<file path="config.mk">
export PLATFORM = sky130hd
export DESIGN_NAME = pixel_group_rr_arbiter
export DESIGN_NICKNAME = d
export VERILOG_FILES = /design/src/rtl/lib_arbiter_pkg.sv /design/src/rtl/rr_arbiter.sv /design/src/rtl/pixel_group_rr_arbiter.sv
export SDC_FILE = /design/constraint.sdc
export NUM_CORES = 1
export LEC_CHECK = 0
export ABC_AREA = 0
export ABC_CLOCK_PERIOD_IN_PS = 14600
export CORE_ASPECT_RATIO = 0.6
export CORE_MARGIN = 1
export CORE_UTILIZATION = 30
export DETAILED_ROUTE_END_ITERATION = 10
export PLACE_DENSITY = 0.47
export SLEW_MARGIN = 40
export SYNTH_ARGS = -nofsm -noshare
export SYNTH_HDL_FRONTEND = slang
export SYNTH_SLANG_ARGS = --single-unit
</file>
<file path="constraint.sdc">
create_clock -name clk_i -period 14.6 [get_ports clk_i]
set_input_delay 2.92 -clock clk_i [delete_from_list [all_inputs] [get_ports clk_i]]
set_output_delay 2.92 -clock clk_i [all_outputs]
set_load 0.005 [all_outputs]
</file>
<file path="src/rtl/lib_arbiter_pkg.sv">
// lib_arbiter_pkg: FSM state type and default geometry for the group readout arbiter.
package lib_arbiter_pkg;
    typedef enum logic [1:0] {IDLE, SCAN, SEND, RELEASE} state_t;
    localparam int DEF_ROWS = 8;
    localparam int DEF_COLS = 8;
    localparam int DEF_GRP_ROWS = 2;
    localparam int DEF_GRP_COLS = 2;
    localparam int DEF_MAX_BURST = 4;
endpackage

</file>
<file path="src/rtl/rr_arbiter.sv">
// rr_arbiter: combinational round-robin pick, searching upward from the slot after last.
module rr_arbiter #(
    parameter int N = 4,
    localparam int W = (N > 1) ? $clog2(N) : 1
) (
    input  logic [N-1:0] req,
    input  logic [W-1:0] last,
    output logic [N-1:0] gnt,
    output logic [W-1:0] idx
);
    logic [W-1:0] k;
    always_comb begin
        gnt = '0;
        idx = '0;
        k = '0;
        for (int i = 1; i <= N; i++) begin
            k = W'((32'(last) + i) % N);
            if (gnt == '0 && req[k]) begin
                gnt[k] = 1'b1;
                idx = k;
            end
        end
    end
endmodule

</file>
<file path="src/rtl/pixel_group_rr_arbiter.sv">
// pixel_group_rr_arbiter: two-level round-robin readout, groups first, then pixels inside
// the chosen group, with a per-group burst limit and a valid/ready event output.
module pixel_group_rr_arbiter
    import lib_arbiter_pkg::*;
#(
    parameter int ROWS = DEF_ROWS,
    parameter int COLS = DEF_COLS,
    parameter int GRP_ROWS = DEF_GRP_ROWS,
    parameter int GRP_COLS = DEF_GRP_COLS,
    parameter int MAX_BURST = DEF_MAX_BURST,
    localparam int NGRP = (ROWS / GRP_ROWS) * (COLS / GRP_COLS),
    localparam int X_W = $clog2(COLS),
    localparam int Y_W = $clog2(ROWS),
    localparam int G_W = (NGRP > 1) ? $clog2(NGRP) : 1
) (
    input  logic                      clk_i,
    input  logic                      reset_i,
    input  logic                      enable_i,
    input  logic [ROWS-1:0][COLS-1:0] req_i,
    output logic [ROWS-1:0][COLS-1:0] gnt_o,
    output logic                      req_o,
    output logic                      evt_valid_o,
    input  logic                      evt_ready_i,
    output logic [X_W-1:0]            x_add_o,
    output logic [Y_W-1:0]            y_add_o,
    output logic [G_W-1:0]            grp_o,
    output logic                      grp_release_o,
    output logic                      active_o
);
    localparam int GC = COLS / GRP_COLS;
    localparam int NPIX = GRP_ROWS * GRP_COLS;
    localparam int P_W = (NPIX > 1) ? $clog2(NPIX) : 1;
    localparam int B_W = $clog2(MAX_BURST + 1);

    state_t state, nxt;
    logic [NGRP-1:0][NPIX-1:0] grp_pix;
    logic [NGRP-1:0] grp_req, grp_gnt;
    logic [G_W-1:0] grp_idx, last_grp;
    logic [NPIX-1:0] pix_gnt;
    logic [P_W-1:0] pix_idx;
    logic [NGRP-1:0][P_W-1:0] last_pix;
    logic [B_W-1:0] burst_cnt;
    logic accept, burst_done;

    for (genvar g = 0; g < NGRP; g++) begin : g_grp
        for (genvar p = 0; p < NPIX; p++) begin : g_pix
            assign grp_pix[g][p] = req_i[(g / GC) * GRP_ROWS + p / GRP_COLS][(g % GC) * GRP_COLS + p % GRP_COLS];
        end
        assign grp_req[g] = |grp_pix[g];
    end

    for (genvar r = 0; r < ROWS; r++) begin : g_row
        for (genvar c = 0; c < COLS; c++) begin : g_col
            assign gnt_o[r][c] = accept && y_add_o == Y_W'(r) && x_add_o == X_W'(c);
        end
    end

    rr_arbiter #(.N(NGRP)) u_grp_arb (.req(grp_req), .last(last_grp), .gnt(grp_gnt), .idx(grp_idx));
    rr_arbiter #(.N(NPIX)) u_pix_arb (.req(grp_pix[grp_o]), .last(last_pix[grp_o]), .gnt(pix_gnt), .idx(pix_idx));

    assign req_o = |req_i;
    assign evt_valid_o = state == SEND;
    assign grp_release_o = state == RELEASE;
    assign active_o = state != IDLE;
    assign accept = evt_valid_o && evt_ready_i;
    assign burst_done = 32'(burst_cnt) + 1 == MAX_BURST;

    always_comb begin
        nxt = state;
        case (state)
            IDLE:    nxt = (enable_i && |grp_gnt) ? SCAN : IDLE;
            SCAN:    nxt = (enable_i && |pix_gnt) ? SEND : RELEASE;
            SEND:    nxt = !evt_ready_i ? SEND : (burst_done || !enable_i) ? RELEASE : SCAN;
            default: nxt = IDLE;
        endcase
    end

    // Pointers start at the last index so index 0 wins the first search.
    always_ff @(posedge clk_i) begin
        if (reset_i) begin
            state <= IDLE;
            grp_o <= '0;
            last_grp <= G_W'(NGRP - 1);
            last_pix <= {NGRP{P_W'(NPIX - 1)}};
            burst_cnt <= '0;
            x_add_o <= '0;
            y_add_o <= '0;
        end else begin
            state <= nxt;
            if (state == IDLE)
                burst_cnt <= '0;
            if (accept)
                burst_cnt <= burst_cnt + B_W'(1);
            if (state == IDLE && nxt == SCAN) begin
                grp_o <= grp_idx;
                last_grp <= grp_idx;
            end
            if (state == SCAN && nxt == SEND) begin
                last_pix[grp_o] <= pix_idx;
                x_add_o <= X_W'((32'(grp_o) % GC) * GRP_COLS + 32'(pix_idx) % GRP_COLS);
                y_add_o <= Y_W'((32'(grp_o) / GC) * GRP_ROWS + 32'(pix_idx) / GRP_COLS);
            end
        end
    end
endmodule

</file>
# After elaboration in Yosys (flattened, before gate mapping)
# Cells that the tools add are included.
# Widths: inputs -> output; s select.
word_totals:
  reg_bits: 51
  elab_cells: 420
op_classes:
  add_sub_neg: 24
  n_lt_le_gt_ge: 42
  n_eq_ne: 20
  n_mux: 134
  bitwise: 18
  n_reduce_logical: 160
ops:
  columns: ["cell", "count"]
  rows:
  - ["$mux 16", 16]
  - ["$logic_not 16->1", 15]
  - ["$or 16x16->16", 15]
  - ["$logic_and 1x1->1", 116]
  - ["$lt 4x5->1 const B", 17]
  - ["$mux 4", 21]
  - ["$ge 4x1->1 const B", 17]
  - ["$reduce_or 4->1", 17]
  - ["$bmux 1 s4", 16]
  - ["$demux 1 s4", 16]
  - ["$reduce_or 64->1", 1]
  - ["$mux 1", 42]
  - ["$add 4x4->4 const B", 8]
  - ["$bwmux 32", 1]
  - ["$eq 3x3->1 const B", 8]
  - ["$add 4x3->4 const B", 4]
  - ["$bmux 4 s4", 1]
  - ["$mux 2", 8]
  - ["$reduce_or 16->1", 1]
  - ["$eq 3x2->1 const B", 4]
  - ["$logic_not 4->1", 3]
  - ["$lt 2x3->1 const B", 4]
  - ["$or 4x4->4", 3]
  - ["$add 4x1->4 const B", 2]
  - ["other kinds (22)", 42]

# Logic depth before layout (Yosys ltp)
# Gate-level depths: netlist (run 1).
logic_depth:
  depth_word: 57
  depth_mapped: 30
  ltp_nobuf: 22

# Cells and area by module
# From an unflattened synthesis (run 1), not the netlist that was laid out.
unflattened:
  hier_cells: 1431
  hier_area_um2: 10527.6
modules_own_cells:
  columns: ["module", "n_inst", "cells_each", "area_per_inst_um2"]
  rows:
  - ["rr_arbiter at u_grp_arb", 1, 985, 6566.3]
  - ["pixel_group_rr_arbiter", 1, 386, 3395.8]
  - ["rr_arbiter at u_pix_arb", 1, 60, 565.5]

# Worst setup path before layout (run 1)
# Ideal clock, no wire load.
synth_timing:
  path_type: "input to register"
  from: "input port req_i[29] (netlist bit)"
  to: "register last_grp[1]"
  setup_ns: 0.134
  arrival_time_ns: 8.041
  setup_slack_ns: 6.425
  path_stages: 23
  path_cell_list: "nor4_2 > a22oi_2 > a211o_1 > and4_1 > buf_2 > a211oi_1 > and3_2 > a41oi_1 > nand4_2 > or2_2 > clkbuf_1 > o21ai_0 > or4_1 > nor3_1 > nor3b_2 > o32ai_1 > a211oi_2 > buf_4 > a22oi_1 > o22ai_1 > a2111o_1 > o211ai_1 > o2111ai_1"
synth_via:
  elab_chain_len: 55
synth_lines:
  columns: ["element", "line_no", "source"]
  rows:
  - ["start: declaration", "pixel_group_rr_arbiter.sv:19", "input logic [ROWS-1:0][COLS-1:0] req_i,"]
  - ["$reduce_or 4->1", "pixel_group_rr_arbiter.sv:49", "assign grp_req[g] = |grp_pix[g];"]
  - ["$bmux 1 s4", "rr_arbiter.sv:18", "if (gnt == '0 && req[k]) begin"]
  - ["$mux 1 (implied by the code)", "rr_arbiter.sv:18", null]
  - ["$mux 16", "rr_arbiter.sv:18", null]
  - ["$logic_not 16->1", "rr_arbiter.sv:18", null]
  - ["$logic_and 1x1->1", "rr_arbiter.sv:18", null]
  - ["$mux 16", "rr_arbiter.sv:18", null]
  - ["$logic_not 16->1", "rr_arbiter.sv:18", null]
  - ["[39 not listed]", null, null]
  - ["$logic_and 1x1->1", "rr_arbiter.sv:18", null]
  - ["$mux 16", "rr_arbiter.sv:18", null]
  - ["$reduce_or 16->1", "pixel_group_rr_arbiter.sv:71", "IDLE: nxt = (enable_i && |grp_gnt) ? SCAN : IDLE;"]
  - ["$logic_and 1x1->1", "pixel_group_rr_arbiter.sv:71", null]
  - ["$mux 1", "pixel_group_rr_arbiter.sv:71", null]
  - ["$pmux 2 s3", "pixel_group_rr_arbiter.sv:70", "case (state)"]
  - ["$eq 2x1->1", "pixel_group_rr_arbiter.sv:94", "if (state == IDLE && nxt == SCAN) begin"]
  - ["$logic_and 1x1->1", "pixel_group_rr_arbiter.sv:94", null]
  - ["end signal: assignment", "pixel_group_rr_arbiter.sv:83", "last_grp <= G_W'(NGRP - 1);"]
  - ["end signal: assignment", "pixel_group_rr_arbiter.sv:96", "last_grp <= grp_idx;"]
  - ["end: declaration", "pixel_group_rr_arbiter.sv:38", "logic [G_W-1:0] grp_idx, last_grp;"]
# Several ways; a longest one is shown, not always the timed one. The select of a mux whose other input is x is not followed.
# A chain may end at the register's enable or synchronous reset.

# Worst setup path in the final report (run 1)
layout_timing:
  from: "input port req_i[29] (netlist bit)"
  to: "register grp_o[2]"
layout_via:
  elab_chain_len: 55
layout_lines:
  columns: ["element", "line_no", "source"]
  rows:
  - ["$reduce_or 4->1", "pixel_group_rr_arbiter.sv:49", null]
  - ["$bmux 1 s4", "rr_arbiter.sv:18", null]
  - ["$mux 1 (implied by the code)", "rr_arbiter.sv:18", null]
  - ["$mux 16", "rr_arbiter.sv:18", null]
  - ["$logic_not 16->1", "rr_arbiter.sv:18", null]
  - ["$logic_and 1x1->1", "rr_arbiter.sv:18", null]
  - ["$mux 16", "rr_arbiter.sv:18", null]
  - ["$logic_not 16->1", "rr_arbiter.sv:18", null]
  - ["[39 not listed]", null, null]
  - ["$logic_and 1x1->1", "rr_arbiter.sv:18", null]
  - ["$mux 16", "rr_arbiter.sv:18", null]
  - ["$reduce_or 16->1", "pixel_group_rr_arbiter.sv:71", null]
  - ["$logic_and 1x1->1", "pixel_group_rr_arbiter.sv:71", null]
  - ["$mux 1", "pixel_group_rr_arbiter.sv:71", null]
  - ["$pmux 2 s3", "pixel_group_rr_arbiter.sv:70", null]
  - ["$eq 2x1->1", "pixel_group_rr_arbiter.sv:94", null]
  - ["$logic_and 1x1->1", "pixel_group_rr_arbiter.sv:94", null]
  - ["end signal: assignment", "pixel_group_rr_arbiter.sv:95", "grp_o <= grp_idx;"]
  - ["end: declaration", "pixel_group_rr_arbiter.sv:26", "output logic [G_W-1:0] grp_o,"]
# Several ways; a longest one is shown, not always the timed one. The select of a mux whose other input is x is not followed.

==> flow_metrics.env, run 1 <==
export IMPL_final_util_pct=37.8
export IMPL_synth_top_family_by_area="simple AND/OR/NAND/NOR gates"
export IMPL_min_period_over_period_pct=74.0
export IMPL_fmax_mhz=92.5
export IMPL_dieWidth_um=214
export IMPL_antenna_cells=0
export IMPL_worst_slew_pin_slew_ps=827
export IMPL_yosys_warnings=0
export IMPL_synthAdderAreaFrac_pct=3.42
export IMPL_drc=1
export IMPL_cp_end_kind="register"
export IMPL_cts_resized=0
export IMPL_post_cts_buffers=0
export IMPL_coreArea_sq_um=26400
export IMPL_cap_violations=0
export IMPL_place_hpwl_um=28500
export IMPL_synth_nets=1193
export IMPL_drive_gt1_share_pct=12.5
export IMPL_p_per_area_nw_per_um2=256
export IMPL_synth_cell_type_count=104
export IMPL_wl_per_cell_um=23.2
export IMPL_critPathMaxFanout=13
export IMPL_cts_max_level=2
export IMPL_finalMaxSlewViolations=0
export IMPL_worstSkewPairLatency_ps=290
export IMPL_fin_area_sq_um=10000
export IMPL_grt_max_degree=38
export IMPL_vias=9444
export IMPL_clock_sinks=51
export IMPL_vdd_drop_max_v=0.000100
export IMPL_syn2layout_area_growth_pct=24.0
export IMPL_crit_arrival_ps=11020
export IMPL_cts_tree="built"
export IMPL_synth_compound_area_share_pct=28.0
export IMPL_path_cells="clkdlybuf4s50_1, nor4_2, a22oi_2, a211o_1, and4_1, a211oi_1, and3_2, nand3_1, o31ai_1, a2111o_1, nor2_1, nor4_1, nand3_1, o31ai_1, o32ai_1, a211oi_4, nand2_1, nor4_1, o41ai_1, a211o_1, a21oi_1"
export IMPL_period_needed_ps=10810
export IMPL_antenna_found_initial=0
export IMPL_ios=146
export IMPL_wl_um=36000
export IMPL_setup_tns_final_ps=0
export IMPL_grt_pass1_vias=8473
export IMPL_syn_area_sq_um=8060
export IMPL_max_clock_path_buffers=2
export IMPL_gp_congestion=1.00
export IMPL_criticalPathCategory="in2reg"
export IMPL_fin_nets=1283
export IMPL_maxSlewHeadroom_pct=44.3
export IMPL_run_status="complete, but fails checks"
export IMPL_first_pass_iters=9
export IMPL_start_util_pct=30.5
export IMPL_synth_enable_flop_cells=0
export IMPL_die_y_um=129
export IMPL_rsz0062_at_grt="false"
export IMPL_synth_cells=1103
export IMPL_required_ps=14810
export IMPL_synth_mux_area_share_pct=15.2
export IMPL_grt_pass1_wl_um=53700
export IMPL_cp_top_family="compound AO/OA/AOI/OAI gates"
export IMPL_timing_hold_ws_ps=466
export IMPL_numCtsBuffers=5
export IMPL_postRouteAntennaNets=0
export IMPL_drt_initial_drc_count=1149
export IMPL_clkTransAtPathRegs_ps=70
export IMPL_dpl_cell_area_sq_um=9800
export IMPL_ctsHoldBuffers=0
export IMPL_startpoint_type="primary input"
export IMPL_synthArstFlopShare_pct=0
export IMPL_viasPerCell=6.08
export IMPL_finClkSkew_ps=6.98
export IMPL_p_leak_uw=0.00342
export IMPL_hold_class="reg2reg"
export IMPL_critical_path_slowest_cell="o31ai_1"
export IMPL_setup_viol=0
export IMPL_std_cell_rows=46
export IMPL_avgSynthCellArea_sq_um=7.31
export IMPL_ys_flop_type="dfxtp_1"
export IMPL_cp_slowest_stage_delay_ps=780
export IMPL_layout_commonest_cell="nor2_1"
export IMPL_synth_simple_area_share_pct=33.3
export IMPL_seq_area_frac_synth_pct=12.7
export IMPL_grtUsageTotal_pct=25.6
export IMPL_io_buffer_count=145
export IMPL_hold_viol_final=0
export IMPL_clockRootBuffer="clkbuf_16"
export IMPL_synth_seq_cells=51
export IMPL_dieArea_sq_um=27500
export IMPL_grt_overflow=0
export IMPL_violations="design-rule violations"
export IMPL_synth_xor_area_share_pct=1.72
export IMPL_path_buf_inv=1
export IMPL_final_cell_mix="166 x nor2_1, 145 x clkdlybuf4s50_1, 140 x nand2_1"
synth_stat cells, types with 13 or more instances:
library cell,count,share of area [%]
ha_1,22,3.4
inv_1,14,0.65
nand3_1,58,3.6
mux2i_1,30,3.7
a22oi_1,19,1.8
a211oi_1,13,1.2
o21ai_0,49,3.0
nor2_1,166,7.7
nor3_1,26,1.6
o31ai_1,13,1.2
mux4_2,38,11
o211ai_1,14,1.3
dfxtp_1,51,13
a21oi_1,59,3.7
clkbuf_1,57,2.7
nand2_1,140,6.5
state kept, by name, indices dropped and copies added, names as in the netlist:
register   count
last_grp       4
state          2
grp_o          4
y_add_o        3
last_pix      32
burst_cnt      3
x_add_o        3
path summary, 6_finish.rpt:
kind / startpoint / end / slack, ps / depth (start not counted)
worst max-delay path: req_i[29] / grp_o[2] / 3790 / 21
worst min register to register: last_pix[29] / last_pix[29] / 470 / 2
worst max register to register: last_grp[0] / grp_o[2] / 5050 / 23
worst min-delay path: last_pix[29] / last_pix[29] / 470 / 2
layer usage:
metal,up-vias,GRT usage [%],share of wire (%)
met5,-,0,0
met1,4563,41.8,51
met3,20,7.93,12
met2,501,32.0,37
met4,0,2.39,0.67
li1,4360,-,-
worst register-to-register path, stage by stage (launching register included):
cell and delay, ps:
dfxtp_1 310, buf_4 250, clkinv_1 440, ha_1 930
nor2b_1 620, a22oi_2 190, a211o_1 400, and4_1 350
a211oi_1 390, and3_2 300, nand3_1 420, o31ai_1 780
a2111o_1 460, nor2_1 120, nor4_1 540, nand3_1 370
o31ai_1 350, o32ai_1 220, a211oi_4 600, nand2_1 390
nor4_1 480, o41ai_1 140, a211o_1 290, a21oi_1 140
cell type report:
cell class	count	area, sq um
clock buffer	7	164
clock inverter	1	8.76
fill	2762	16400
inverter	20	76.3
multi-input combinational	947	6650
sequential	51	1030
tap	360	450
timing repair buffer	168	1620
power breakdown:
part | leakage (uW) | switching, uW | total [uW] | internal (uW)
clock network | 0.0000857 | 54.0 | 133 | 79.4
logic | 0.00291 | 1460 | 2240 | 783
registers | 0.000416 | 25.7 | 178 | 152
kinds of logic after synthesis:
kind of cell    count (synthesis)
compound gates                309
xor+xnor                       15
fa+ha+maj                      22
buf+inv                       105
flops                          51
mux                            74
simple gates                  527
metrics by stage:
step | std cells | setup slack (ps) | power [uW]
2_1_floorplan | 1103 | 6430 | 1730
3_5_place_dp | 1546 | 3560 | 2310
4_1_cts | 1554 | 3870 | 2460
5_1_grt | 1554 | 3440 | 2720
6_report | 1554 | 3790 | 2550
3_3_place_gp | 1546 | 3600 | 2340
No activity file was read; power rests on OpenSTA's default activity.
==> inputs of run 2 (changes only) <==
--- a/config.mk
+++ b/config.mk
@@ -6,7 +6,7 @@
 export NUM_CORES = 1
 export LEC_CHECK = 0
 export ABC_AREA = 0
-export ABC_CLOCK_PERIOD_IN_PS = 14600
+export ABC_CLOCK_PERIOD_IN_PS = 10500
 export CORE_ASPECT_RATIO = 0.6
 export CORE_MARGIN = 1
 export CORE_UTILIZATION = 30
==> constraint.sdc (replaced) <==
create_clock -name clk_i -period 10.5 [get_ports clk_i]
set_input_delay 2.1 -clock clk_i [delete_from_list [all_inputs] [get_ports clk_i]]
set_output_delay 2.1 -clock clk_i [all_outputs]
set_load 0.005 [all_outputs]
==> flow_metrics.env, run 2 (same netlist as run 1, synthesis figures left out) <==
export IMPL_run_status="complete, but fails checks"
export IMPL_violations="design-rule violations"
export IMPL_clkTransAtPathRegs_ps=70
export IMPL_vias=9606
export IMPL_start_util_pct=30.5
export IMPL_worstSkewPairLatency_ps=290
export IMPL_maxSlewHeadroom_pct=38.7
export IMPL_layout_commonest_cell="nor2_1"
export IMPL_period_needed_ps=9990
export IMPL_grt_max_degree=38
export IMPL_gp_congestion=0.997
export IMPL_design_power_total_uw=3560
export IMPL_cp_end_kind="register"
export IMPL_min_period_over_period_pct=95.2
export IMPL_die_y_um=129
export IMPL_final_cell_mix="166 x nor2_1, 145 x clkdlybuf4s50_1, 140 x nand2_1"
export IMPL_drc=2
export IMPL_setup_tns_final_ps=0
export IMPL_hold_class="reg2reg"
export IMPL_criticalPathCategory="in2reg"
export IMPL_viasPerCell=6.15
export IMPL_p_per_area_nw_per_um2=355
export IMPL_clock_sinks=51
export IMPL_cts_resized=0
export IMPL_io_buffer_count=145
export IMPL_antenna_found_initial=2
export IMPL_grt_pass1_wl_um=54000
export IMPL_grtUsageTotal_pct=25.8
export IMPL_clockRootBuffer="clkbuf_16"
export IMPL_cap_violations=0
export IMPL_syn2layout_area_growth_pct=24.3
export IMPL_top_register="last_pix"
export IMPL_setup_ws_ps=505
export IMPL_drive_gt1_share_pct=12.8
export IMPL_vdd_drop_max_v=0.000147
export IMPL_grt_pass1_vias=8543
export IMPL_first_pass_iters=9
export IMPL_critPathMaxFanout=11
export IMPL_post_cts_buffers=0
export IMPL_ctsHoldBuffers=0
export IMPL_dieArea_sq_um=27500
export IMPL_largest_reg_flops=32
export IMPL_std_cell_rows=46
export IMPL_setup_viol=0
export IMPL_cts_max_level=2
export IMPL_cts_tree="built"
export IMPL_startpoint_type="primary input"
export IMPL_p_leak_uw=0.00343
export IMPL_worst_slew_pin_slew_ps=897
export IMPL_finClkSkew_ps=9.36
export IMPL_ios=146
export IMPL_fmax_mhz=100
export IMPL_dpl_cell_area_sq_um=9850
export IMPL_place_hpwl_um=29000
export IMPL_postRouteAntennaNets=0
export IMPL_grt_overflow=0
export IMPL_finalMaxSlewViolations=0
export IMPL_top_regs="last_pix (32), grp_o (4), last_grp (4)"
export IMPL_place_ws_ps=538
export IMPL_fin_area_sq_um=10000
export IMPL_rsz0062_at_grt="false"
export IMPL_coreArea_sq_um=26400
export IMPL_crit_arrival_ps=10200
export IMPL_hold_viol_final=0
export IMPL_wl_um=36500
export IMPL_dieWidth_um=214
export IMPL_drt_initial_drc_count=1169
export IMPL_max_clock_path_buffers=2
export IMPL_fin_nets=1289
export IMPL_required_ps=10710
export IMPL_wl_per_cell_um=23.4
export IMPL_numCtsBuffers=5
==> run 2: worst paths after layout <==
path	start	endpoint	slack, ps	cells after the start
worst max-delay path	req_i[31]	grp_o[2]	510	21
worst min-delay path	last_pix[29]	last_pix[29]	470	2
worst max register to register	last_grp[0]	grp_o[2]	1230	23
worst min register to register	last_pix[29]	last_pix[29]	470	2
==> run 2: critical path, cell delays in order <==
cell             delay, ps
clkdlybuf4s50_1        440
nor4_2                 640
a22oi_2                190
a211o_1                400
and4_1                 370
a211oi_1               460
and3_2                 330
nand3_1                420
o31ai_1                770
a2111o_1               460
nor2_1                 120
nor4_1                 600
nand3_1                370
o31ai_1                370
o32ai_1                210
a211oi_2               520
nand2_1                370
nor4_1                 480
o41ai_1                150
a211o_1                290
a21oi_1                140
==> run 2: metal layers <==
metal	routed length (um)	up-vias	part of all wire, %	GRT usage [%]
li1	-	4373	-	-
met1	18000	4602	49	41.5
met2	13500	589	37	32.2
met3	4660	42	13	8.81
met4	349	0	0.96	3.19
met5	0	-	0	0
==> run 2: metrics by stage <==
stage / std cells / utilization, % / hold WS, ps
after floorplan: 1103 / - / 435
after global placement: 1552 / 37.1 / 451
after detailed placement: 1552 / 37.3 / 456
after CTS: 1560 / 37.9 / 470
after global routing: 1560 / 37.9 / 485
final: 1562 / 37.9 / 468
==> run 2: cell type report <==
type                       count  area (sq um)
fill                        2746         16400
multi-input combinational    947          6640
timing repair buffer         174          1670
sequential                    51          1030
tap                          360           450
clock buffer                   7           143
inverter                      20          76.3
clock inverter                 1          8.76
antenna                        2          5.00
==> run 2: where the power goes <==
group	leakage [uW]	internal [uW]	switching [uW]
Sequential	0.000416	212	37.5
Combinational	0.00294	1100	2040
Clock	0.0000741	95.5	70.6
Total	0.00343	1410	2150
==> inputs of run 3 (changes only) <==
--- a/config.mk
+++ b/config.mk
@@ -7,6 +7,7 @@
 export LEC_CHECK = 0
 export ABC_AREA = 0
 export ABC_CLOCK_PERIOD_IN_PS = 10500
+export CAP_MARGIN = 25
 export CORE_ASPECT_RATIO = 0.6
 export CORE_MARGIN = 1
 export CORE_UTILIZATION = 30
==> results of run 3 <==
The final DEF is identical to that of run 2; final timing and power are the same.
